$ cat config.mk
export PLATFORM = sky130hd
export DESIGN_NAME = cpu_int_seq
export DESIGN_NICKNAME = d
export VERILOG_FILES = /design/src/rtl/cpu_int_seq_pkg.sv /design/src/rtl/cpu_int_sync.sv /design/src/rtl/cpu_int_seq.sv
export SDC_FILE = /design/constraint.sdc
export NUM_CORES = 1
export LEC_CHECK = 0
export ABC_CLOCK_PERIOD_IN_PS = 6450
export BUFFER_PORTS_ARGS = -buffer_cell sky130_fd_sc_hd__buf_2
export CAP_MARGIN = 40
export CELL_PAD_IN_SITES_DETAIL_PLACEMENT = 0
export CELL_PAD_IN_SITES_GLOBAL_PLACEMENT = 1
export CORE_ASPECT_RATIO = 0.6
export CORE_MARGIN = 8
export CORE_UTILIZATION = 30
export CTS_CLUSTER_SIZE = 14
export DETAILED_ROUTE_END_ITERATION = 10
export HOLD_SLACK_MARGIN = 0.05
export PLACE_DENSITY = 0.66
export SYNTH_ARGS = -nofsm -noshare
export SYNTH_HDL_FRONTEND = slang
export SYNTH_SLANG_ARGS = --single-unit
export TNS_END_PERCENT = 100
$ cat constraint.sdc
create_clock -name clk -period 6.45 [get_ports clk]
set_clock_uncertainty 0.1 [all_clocks]
set_input_delay 1.29 -clock clk [delete_from_list [all_inputs] [get_ports clk]]
set_output_delay 1.29 -clock clk [all_outputs]
set_load 0.1 [all_outputs]
$ cat src/rtl/cpu_int_seq_pkg.sv
// Shared types for the CPU interrupt/BRK sequencer.
// Status register layout, sequencer states, interrupt kinds and vectors.
package cpu_int_seq_pkg;

    typedef struct packed {
        logic n;
        logic v;
        logic u;
        logic b;
        logic d;
        logic i;
        logic z;
        logic c;
    } statusReg_t;

    typedef enum logic [2:0] {
        ST_IDLE,
        ST_PUSH_PCH,
        ST_PUSH_PCL,
        ST_PUSH_P,
        ST_VEC_LO,
        ST_VEC_HI,
        ST_LOAD
    } intstate_t;

    typedef enum logic [1:0] {
        INT_NONE,
        INT_BRK,
        INT_IRQ,
        INT_NMI
    } intkind_t;

    localparam logic [15:0] NMI_VEC    = 16'hFFFA;
    localparam logic [15:0] IRQ_VEC    = 16'hFFFE;
    localparam logic [7:0]  STACK_PAGE = 8'h01;

    // Status byte as pushed: U forced high, B marks a software BRK.
    function automatic logic [7:0] push_status(
        input statusReg_t s,
        input logic       brk
    );
        statusReg_t p;
        p   = s;
        p.u = 1'b1;
        p.b = brk;
        return p;
    endfunction

endpackage

$ cat src/rtl/cpu_int_sync.sv
// Multi-bit, multi-stage synchroniser for asynchronous active-low lines.
// Every flop resets to 1 so the lines read as inactive out of reset.
module cpu_int_sync #(
    parameter int W      = 1,
    parameter int STAGES = 2
) (
    input  logic         clk,
    input  logic         rst,
    input  logic [W-1:0] d,
    output logic [W-1:0] q
);

    logic [W-1:0] chain [STAGES];

    // Shift the raw lines through the flop chain.
    always_ff @(posedge clk or posedge rst) begin
        if (rst) begin
            for (int i = 0; i < STAGES; i++) begin
                chain[i] <= '1;
            end
        end else begin
            chain[0] <= d;
            for (int i = 1; i < STAGES; i++) begin
                chain[i] <= chain[i-1];
            end
        end
    end

    assign q = chain[STAGES-1];

endmodule

$ cat src/rtl/cpu_int_seq.sv
// Interrupt/BRK sequencer: arbitration, stack pushes and vector fetch.
// Optional CPU_IRQ_MASK_EN adds a per-source IRQ mask register.
module cpu_int_seq
    import cpu_int_seq_pkg::*;
#(
    parameter int NUM_IRQ     = 4,
    parameter int SYNC_STAGES = 2,
    localparam int CW         = $clog2(NUM_IRQ)
) (
    input  logic               clk,
    input  logic               rst,
`ifdef CPU_IRQ_MASK_EN
    input  logic               mask_we,
    input  logic [NUM_IRQ-1:0] mask_wdata,
`endif
    input  logic [NUM_IRQ-1:0] irq_n,
    input  logic               nmi_n,
    input  logic               instr_boundary,
    input  logic               brk_req,
    input  logic               i_flag,
    input  logic [7:0]         status_in,
    input  logic [15:0]        pc_in,
    input  logic [7:0]         sp_in,
    input  logic [7:0]         bus_rdata,
    input  logic               bus_ready,
    output logic               take_int,
    output logic               busy,
    output logic [15:0]        bus_addr,
    output logic [7:0]         bus_wdata,
    output logic               bus_we,
    output logic               bus_re,
    output logic [7:0]         sp_out,
    output logic               sp_we,
    output logic [15:0]        pc_out,
    output logic               pc_load,
    output logic               set_i,
    output logic [1:0]         int_kind,
    output logic [CW-1:0]      irq_cause
);

    intstate_t          state;
    intstate_t          nxt;
    intkind_t           kind;
    statusReg_t         st_cap;
    logic [NUM_IRQ-1:0] irq_s;
    logic [NUM_IRQ-1:0] irq_act;
    logic [NUM_IRQ-1:0] mask;
    logic               nmi_s;
    logic               nmi_prev;
    logic               nmi_pend;
    logic               irq_any;
    logic               accept;
    logic               push;
    logic               enter_vlo;
    logic               brk_cap;
    logic               vec_nmi;
    logic [15:0]        vec_base;
    logic [15:0]        pc_cap;
    logic [7:0]         sp_cur;
    logic [7:0]         vec_lo;
    logic [7:0]         vec_hi;

    function automatic logic [CW-1:0] lowest(
        input logic [NUM_IRQ-1:0] v
    );
        lowest = '0;
        for (int i = NUM_IRQ - 1; i >= 0; i--) begin
            if (v[i]) lowest = CW'(i);
        end
    endfunction

    cpu_int_sync #(
        .W      (NUM_IRQ + 1),
        .STAGES (SYNC_STAGES)
    ) u_sync (
        .clk (clk),
        .rst (rst),
        .d   ({nmi_n, irq_n}),
        .q   ({nmi_s, irq_s})
    );

`ifdef CPU_IRQ_MASK_EN
    // Per-source enable mask; all sources enabled out of reset.
    always_ff @(posedge clk or posedge rst) begin
        if (rst) begin
            mask <= '1;
        end else if (mask_we) begin
            mask <= mask_wdata;
        end
    end
`else
    assign mask = '1;
`endif

    assign irq_act   = ~irq_s & mask;
    assign irq_any   = |irq_act;
    assign push      = (state == ST_PUSH_PCH) ||
                       (state == ST_PUSH_PCL) ||
                       (state == ST_PUSH_P);
    assign enter_vlo = (state == ST_PUSH_P) && bus_ready;
    assign vec_base  = vec_nmi ? NMI_VEC : IRQ_VEC;
    assign pc_out    = {vec_hi, vec_lo};
    assign int_kind  = kind;

    // NMI edge detect; a new edge wins over the vector-entry clear.
    always_ff @(posedge clk or posedge rst) begin
        if (rst) begin
            nmi_prev <= 1'b1;
            nmi_pend <= 1'b0;
        end else begin
            nmi_prev <= nmi_s;
            if (enter_vlo && nmi_pend) nmi_pend <= 1'b0;
            if (nmi_prev && !nmi_s)    nmi_pend <= 1'b1;
        end
    end

    // Sequencer state register.
    always_ff @(posedge clk or posedge rst) begin
        if (rst) state <= ST_IDLE;
        else     state <= nxt;
    end

    // Next state, arbitration and bus drive.
    always_comb begin
        nxt       = state;
        take_int  = 1'b0;
        accept    = 1'b0;
        busy      = (state != ST_IDLE);
        bus_we    = 1'b0;
        bus_re    = 1'b0;
        bus_addr  = 16'h0000;
        bus_wdata = 8'h00;
        pc_load   = 1'b0;
        set_i     = 1'b0;
        unique case (state)
            ST_IDLE: begin
                take_int = instr_boundary && !brk_req &&
                           (nmi_pend || (irq_any && !i_flag));
                accept   = brk_req || take_int;
                if (accept) nxt = ST_PUSH_PCH;
            end
            ST_PUSH_PCH: begin
                bus_we    = 1'b1;
                bus_addr  = {STACK_PAGE, sp_cur};
                bus_wdata = pc_cap[15:8];
                if (bus_ready) nxt = ST_PUSH_PCL;
            end
            ST_PUSH_PCL: begin
                bus_we    = 1'b1;
                bus_addr  = {STACK_PAGE, sp_cur};
                bus_wdata = pc_cap[7:0];
                if (bus_ready) nxt = ST_PUSH_P;
            end
            ST_PUSH_P: begin
                bus_we    = 1'b1;
                bus_addr  = {STACK_PAGE, sp_cur};
                bus_wdata = push_status(st_cap, brk_cap);
                if (bus_ready) nxt = ST_VEC_LO;
            end
            ST_VEC_LO: begin
                bus_re   = 1'b1;
                bus_addr = vec_base;
                if (bus_ready) nxt = ST_VEC_HI;
            end
            ST_VEC_HI: begin
                bus_re   = 1'b1;
                bus_addr = {vec_base[15:1], 1'b1};
                if (bus_ready) nxt = ST_LOAD;
            end
            ST_LOAD: begin
                pc_load = 1'b1;
                set_i   = 1'b1;
                nxt     = ST_IDLE;
            end
            default: nxt = ST_IDLE;
        endcase
    end

    // Capture context at acceptance; freeze vector choice at VEC_LO.
    always_ff @(posedge clk or posedge rst) begin
        if (rst) begin
            pc_cap    <= '0;
            st_cap    <= '0;
            brk_cap   <= 1'b0;
            kind      <= INT_NONE;
            irq_cause <= '0;
            vec_nmi   <= 1'b0;
        end else begin
            if (accept) begin
                pc_cap  <= pc_in;
                st_cap  <= status_in;
                brk_cap <= brk_req;
                if (brk_req) begin
                    kind <= INT_BRK;
                end else if (nmi_pend) begin
                    kind <= INT_NMI;
                end else begin
                    kind      <= INT_IRQ;
                    irq_cause <= lowest(irq_act);
                end
            end
            if (enter_vlo) begin
                vec_nmi <= nmi_pend;
                if (nmi_pend) kind <= INT_NMI;
            end
        end
    end

    // Working stack pointer and its one-cycle update strobe.
    always_ff @(posedge clk or posedge rst) begin
        if (rst) begin
            sp_cur <= '0;
            sp_out <= '0;
            sp_we  <= 1'b0;
        end else begin
            sp_we <= 1'b0;
            if (accept) begin
                sp_cur <= sp_in;
            end else if (push && bus_ready) begin
                sp_cur <= sp_cur - 8'd1;
                sp_out <= sp_cur - 8'd1;
                sp_we  <= 1'b1;
            end
        end
    end

    // Vector bytes latched from the bus.
    always_ff @(posedge clk or posedge rst) begin
        if (rst) begin
            vec_lo <= '0;
            vec_hi <= '0;
        end else begin
            if (state == ST_VEC_LO && bus_ready) vec_lo <= bus_rdata;
            if (state == ST_VEC_HI && bus_ready) vec_hi <= bus_rdata;
        end
    end

endmodule

Word-level counts from Yosys, hierarchy flattened
Index checks and enable logic that the tools add are counted.

Register bits: 76. Output and inout bits: 59.

Add/subtract/negate cells: 1. Eq/ne operators: 12. Multiplexer cells: 30. Bitwise logic cells: 4. Reduce and logical (&&, ||, !) cells: 26.

Operators with widths (count): one-hot mux 16 bit (3 select lines) (1); one-hot mux 8 bit (3 select lines) (1); two-way mux 3 bit (7); one-hot mux 3 bit (6 select lines) (1); two-way mux 2 bit (8); two-way mux 8 bit (2); != test 2 bit, second input constant (6); two-way mux 1 bit (10); equality test 3 bit, second input constant (3); logical AND 1 bit (9); subtractor 8 x 1 -> 8 bit, second input constant (1); equality test 3 x 2 -> 1 bit, second input constant (2); AND reduction 6 bit (1); logical OR 1 bit (4); NOT 4 bit (1); nonzero test 2 bit (2); OR reduction 4 bit (1); equality test 3 x 1 -> 1 bit, second input constant (1); zero test 1 bit (3); zero test 3 bit (1); NOT 1 bit (3); AND reduction 3 bit (1); nonzero test 3 bit (1); OR reduction 3 bit (1); 2 further kinds (2).

Logic depth before layout (Yosys ltp)
Gate-level depths: netlist (run 1).

Word-level depth: 10. Depth in mapped cells: 6. Gate-level depth less buffers: 6.

Modules after synthesis
A second synthesis (run 1) with hierarchy kept.

Cells, all modules: 283. Area total of the unflattened synthesis: 3383.2 µm².

Modules (own cells, without submodules): cpu_int_seq (instances 1, cells each 267, area an instance 3079.2 µm², seq. area each 1652.8 µm²); cpu_int_sync (instances 1, cells each 16, area an instance 304.0 µm², seq. area each 262.8 µm²).

Worst setup path before layout (run 1)
No wires, ideal clock.

Path kind: flip-flop to output port. Start point: register state[1]. End point: output bus_addr[2]. Arrival time: 2955 ps. Data required time: 5060 ps. Slack: 2105 ps. Stages on the path, launching flop included: 5. Buffers on the path: 2. Cells stage by stage: dfrtp_1 -> buf_2 -> nand2b_1 -> buf_2 -> o21ai_0.

Word-level cells in the longest chain between the ends: 3.

RTL lines: start: declaration (line cpu_int_seq.sv:41) `intstate_t state;`; start signal: assignment (line cpu_int_seq.sv:120) `else state <= nxt;`; equality test 3 x 1 -> 1 bit / equality test 3 x 2 -> 1 bit (equally long branches) (line cpu_int_seq.sv:135) `unique case (state)`; OR reduction 3 bit (no line); one-hot mux 16 bit (3 select lines) (*) (line cpu_int_seq.sv:135); end: declaration (line cpu_int_seq.sv:28) `output logic [15:0] bus_addr,`.

Every way passes the cells marked *; elsewhere a longest branch is shown, timed or not.

Worst setup path after layout (run 1)
Start point: register state[0]. End point: output bus_wdata[2].

Word-level cells in the longest chain between the ends: 2.

RTL lines: equality test 3 x 2 -> 1 bit / equality test 3 x 1 -> 1 bit (equally long branches) (line cpu_int_seq.sv:135); one-hot mux 8 bit (3 select lines) (*) (line cpu_int_seq.sv:135); end: declaration (line cpu_int_seq.sv:29) `output logic [7:0] bus_wdata,`.

Marked as above.

==> flow_summary.yaml, run 1 <==
status:
  status: "finished clean"
cells_and_area:
  final_nets: 437
  final_cell_mix: "buf_2, dfrtp_1, mux2_2, nand2_1, mux2_4"
  area_growth_pct: 26.9
  nFillCells: 1124
  antennaDiodeCount: 0
  drive_gt1_share_pct: 50.5
  layout_commonest_cell: "buf_2"
routing:
  ant_nets: 0
  vias_per_cell: 4.44
  vias: 2442
  first_pass_iters: 4
  routed_wl_microns: 8810
  drtIter0Drc: 71
  drc: 0
  wl_per_cell_microns: 16.0
floorplanning:
  coreArea_sq_um: 11300
  dieArea_sq_um: 15500
  ioPinCount: 110
  start_util_pct: 30.8
  die_x_microns: 155
  die_h_microns: 99.6
  num_rows: 30
synth:
  synth_warnings: 0
  ys_ff_latch: 76
  async_flop_share_pct: 100
  avgSynthCellArea_sq_um: 12.2
  syn_area_sq_um: 3500
  postSynthCellCount: 286
  synthesis.nets: 338
  synth_seq_area_share_pct: 54.8
  synth_enable_flop_cells: 0
  ys.flop_type: "dfrtp_1"
  synth.distinct_cells: 45
cts:
  ctsResizeCount: 0
  postCtsSetupBuffers: 0
  cts_root_buf: "clkbuf_16"
  cts_tree: "done"
  clk_latency_ns: 0.33
  hold_buffers: 0
  cts-htree-levels: 3
  cts.clk_slew.worst_paths_ns: 0.06
  cts.sinks: 76
  clk_path_buf_depth: 2
  cts_buffers: 9
grt:
  grt-ovfl-total: 0
  grt_use_total_pct: 11.7
  grt_max_degree: 59
  grt_first_pass_wirelength_microns: 14400
  antenna_found_initial: 0
  grt_pass1_vias: 2708
timing:
  fmax_ghz: 0.257
  tightest_slew_ns: 0.821
  min_period_ns: 3.89
  finalSetupTns_ns: 0
  final_max_slew_viol_count: 0
  setup_viol: 0
  final-hold-violation-count: 0
  timing.final.crit_share_pct: 60.2
  rsz0062_at_grt: "false"
  slew_headroom_pct: 45.3
worst_setup_path:
  worst-endpoint-arrival_ns: 2.50
  critPathLaunchType: "flop"
  crit_fanout: 21
  reg2reg_depth: 5
  path_class: "reg2out"
  end_kind: "output pin"
  crit_required_ns: 5.06
min_path:
  hp-class: "reg2reg"
  min_path_cells: 0
job:
  drv_cap: 0
placed_design:
  portBuffers: 107
  hpwl_microns: 6520
  routabilityCongestion: 0.744
[critical path: stages (launching register included)]
cell and delay, ns:
dfrtp_1 0.88, nor2b_1 0.49, a22oi_1 0.16, nor2_1 0.17, buf_2 0.46
[state kept, by name (all words and copies together) (netlist names)]
name          count
state             3
u_sync.q          5
sp_out            8
brk_cap           1
vec_nmi           1
vec_lo            8
nmi_prev          1
int_kind          2
nmi_pend          1
sp_we             1
u_sync.chain      5
vec_hi            8
sp_cur            8
st_cap            6
irq_cause         2
pc_cap           16
[final cells by class]
type	instances	area [sq um]	share of cell area (%)
inverters	12	46.3	1.04
repair buffers	110	578	13.0
well taps	160	200	4.51
clock buffers	9	225	5.07
flip-flops and latches	76	1920	43.2
multi-input cells	176	1400	31.5
clock inverters	7	75.1	1.69
[cell families after synthesis]
| family | after synthesis | share of synthesized area [%] |
|---|---|---|
| XOR/XNOR | 12 | 3.01 |
| multiplexers | 54 | 19.2 |
| flip-flops | 76 | 54.8 |
| adder cells (fa/ha/maj) | 1 | 0.358 |
| buffers and inverters | 34 | 5.26 |
| AND/OR/NAND/NOR | 72 | 10.5 |
| AO/OA/AOI/OAI | 37 | 6.91 |
[cell usage after synthesis, types with 2 or more instances]
library cell	n	area, sq um
o21a_1	2	15.0
o21ai_0	13	65.1
buf_6	3	33.8
a21oi_1	6	30.0
buf_2	2	10.0
nand4_1	4	25.0
xnor2_1	11	96.3
nand2_1	35	131
dfstp_2	11	289
clkbuf_1	7	26.3
buf_4	8	60.1
dfrtp_1	65	1630
nor2_1	12	45.0
nand2b_1	2	12.5
mux2_4	17	255
mux2_2	37	417
inv_1	12	45.0
nor2b_1	3	18.8
nand3_1	5	25.0
a22oi_1	6	45.0
[layer usage]
| layer | wire (microns) | up-vias | part of all wire (%) | GRT usage, % |
|---|---|---|---|---|
| met4 | 73 | 0 | 0.83 | 2.45 |
| met5 | 0 | - | 0 | 0 |
| li1 | - | 1175 | - | - |
| met3 | 694 | 7 | 7.9 | 5.54 |
| met2 | 3780 | 73 | 43 | 17.3 |
| met1 | 4260 | 1187 | 48 | 15.3 |
[worst paths after layout]
check	startpoint	end	slack, ns
min in group asynchronous	rst	vec_lo[2]	0.88
max in group asynchronous	rst	u_sync.q[0]	4.75
max	state[0]	bus_wdata[2]	2.56
min	u_sync.chain[7]	u_sync.q[2]	0.25
max reg2reg	state[0]	sp_cur[7]	3.85
min reg2reg	u_sync.chain[7]	u_sync.q[2]	0.25
[stage by stage]
step	hold slack [ns]	utilization, %	instance area [sq um]	cells	setup WS [ns]
5_1_grt	0.255	39.2	4440	550	2.43
3_5_place_dp	0.247	36.5	4140	534	2.73
6_report	0.251	39.2	4440	550	2.56
3_3_place_gp	0.248	36.3	4110	533	2.72
2_1_floorplan	0.245	-	3500	286	2.11
4_1_cts	0.251	39.2	4440	550	2.51
Power of run 1 is not shown: default switching activity piles up to over one toggle a cycle in this logic, so the estimate is an artifact.
==> run 2: changes to the inputs <==
--- a/config.mk
+++ b/config.mk
@@ -5,7 +5,7 @@
 export SDC_FILE = /design/constraint.sdc
 export NUM_CORES = 1
 export LEC_CHECK = 0
-export ABC_CLOCK_PERIOD_IN_PS = 6450
+export ABC_CLOCK_PERIOD_IN_PS = 3500
 export BUFFER_PORTS_ARGS = -buffer_cell sky130_fd_sc_hd__buf_2
 export CAP_MARGIN = 40
 export CELL_PAD_IN_SITES_DETAIL_PLACEMENT = 0
@@ -16,7 +16,7 @@
 export CTS_CLUSTER_SIZE = 14
 export DETAILED_ROUTE_END_ITERATION = 10
 export HOLD_SLACK_MARGIN = 0.05
-export PLACE_DENSITY = 0.66
+export PLACE_DENSITY = 0.68
 export SYNTH_ARGS = -nofsm -noshare
 export SYNTH_HDL_FRONTEND = slang
 export SYNTH_SLANG_ARGS = --single-unit
==> constraint.sdc (replaced) <==
create_clock -name clk -period 3.5 [get_ports clk]
set_clock_uncertainty 0.1 [all_clocks]
set_input_delay 0.7 -clock clk [delete_from_list [all_inputs] [get_ports clk]]
set_output_delay 0.7 -clock clk [all_outputs]
set_load 0.1 [all_outputs]
==> run 2 against run 1 <==
  * Clock-buffer cell count grew 2
  * Worst hold slack improved by 0.0034 ns
  * Non-clock buffer count rose by 2
  * Core utilization rose by 0.19 points
  * Final area grew 0.48%
  * Flip-flop and latch count unchanged
  * Via count grew 2.6%
  * Highest routed layer unchanged
==> flow_summary.yaml, run 2 (synthesis gave the netlist of run 1 again) <==
status:
  status: "finished clean"
cts:
  cts.sinks: 76
  cts_buffers: 9
  clk_path_buf_depth: 2
  clk_latency_ns: 0.33
  cts.clk_slew.worst_paths_ns: 0.06
  cts-htree-levels: 3
  postCtsSetupBuffers: 0
  cts_tree: "done"
  ctsResizeCount: 0
  cts_root_buf: "clkbuf_16"
  hold_buffers: 0
timing:
  min_period_ns: 3.10
  tightest_slew_ns: 0.711
  final_max_slew_viol_count: 0
  rsz0062_at_grt: "false"
  slew_headroom_pct: 52.4
  setup_viol: 0
  fmax_ghz: 0.322
  timing.final.crit_share_pct: 88.6
  finalSetupTns_ns: 0
  final-hold-violation-count: 0
worst_setup_path:
  r2r_slack_ns: 0.87
  crit_fanout: 12
  path_class: "reg2out"
  critPathLaunchType: "flop"
  cp-startpoint: "state[0]"
  worst-endpoint-arrival_ns: 2.30
  crit_required_ns: 2.70
  end_kind: "output pin"
  r2r-start: "state[2]"
grt:
  grt_max_degree: 36
  antenna_found_initial: 0
  grt_first_pass_wirelength_microns: 14900
  grt_use_total_pct: 12.3
  grt_pass1_vias: 2788
  grt-ovfl-total: 0
cells_and_area:
  final_cell_mix: "buf_2, dfrtp_1, mux2_2, nand2_1, mux2_4"
  drive_gt1_share_pct: 50.5
  layout_commonest_cell: "buf_2"
  final_nets: 439
  antennaDiodeCount: 0
  largest_reg_flops: 16
  regMostFlops: "pc_cap"
  fin_cells: 552
  area_growth_pct: 27.5
routing:
  vias: 2506
  first_pass_iters: 4
  wl_per_cell_microns: 16.5
  routed_wl_microns: 9090
  drtIter0Drc: 68
  drc: 0
  vias_per_cell: 4.54
  ant_nets: 0
floorplanning:
  dieArea_sq_um: 15500
  coreArea_sq_um: 11300
  die_x_microns: 155
  ioPinCount: 110
  start_util_pct: 30.8
  die_h_microns: 99.6
  num_rows: 30
min_path:
  hp-class: "reg2reg"
  min_from: "u_sync.chain[5]"
placed_design:
  routabilityCongestion: 0.713
  portBuffers: 107
  placedCellCount: 536
  hpwl_microns: 6810
job:
  drv_cap: 0
## run 2: through the flow
stage / util, % / hold slack (ns) / setup slack, ns / area, sq um
after floorplan: - / 0.245 / 0.0561 / 3500
after global placement: 36.5 / 0.247 / 0.766 / 4130
after detailed placement: 36.5 / 0.247 / 0.740 / 4130
after CTS: 39.3 / 0.255 / 0.380 / 4460
after global routing: 39.3 / 0.259 / 0.264 / 4460
final: 39.3 / 0.255 / 0.399 / 4460
## run 2: layer usage
metal  routed length, microns  up-vias  GRT usage (%)
met2                     3960       78           17.9
met1                     4260     1245           16.0
li1                         -     1180              -
met4                       32        0           1.56
met3                      840        3           6.88
met5                        0        -              0
## run 2: final timing paths
kind | to | depth (start not counted)
worst max-delay path | bus_wdata[7] | 4
worst min-delay path | u_sync.q[0] | 0
worst max register to register | st_cap[2] | 4
worst min register to register | u_sync.q[0] | 0
max in group asynchronous | u_sync.chain[9] | 3
min in group asynchronous | vec_lo[6] | 2
## run 2: area by class of cell
cell class                 count  area, sq um
timing repair buffer         112          573
fill                        1140         6880
clock buffer                  11          253
multi-input combinational    176         1400
clock inverter                 5         73.8
sequential                    76         1920
inverter                      12         46.3
tap                          160          200
## run 2: worst max-delay path: stages, from the launching register on
cell     delay, ns
dfrtp_1       0.66
nor2b_1       0.56
a22oi_1       0.18
nor2_1        0.12
buf_2         0.45
Power of run 2 is left out for the same reason.
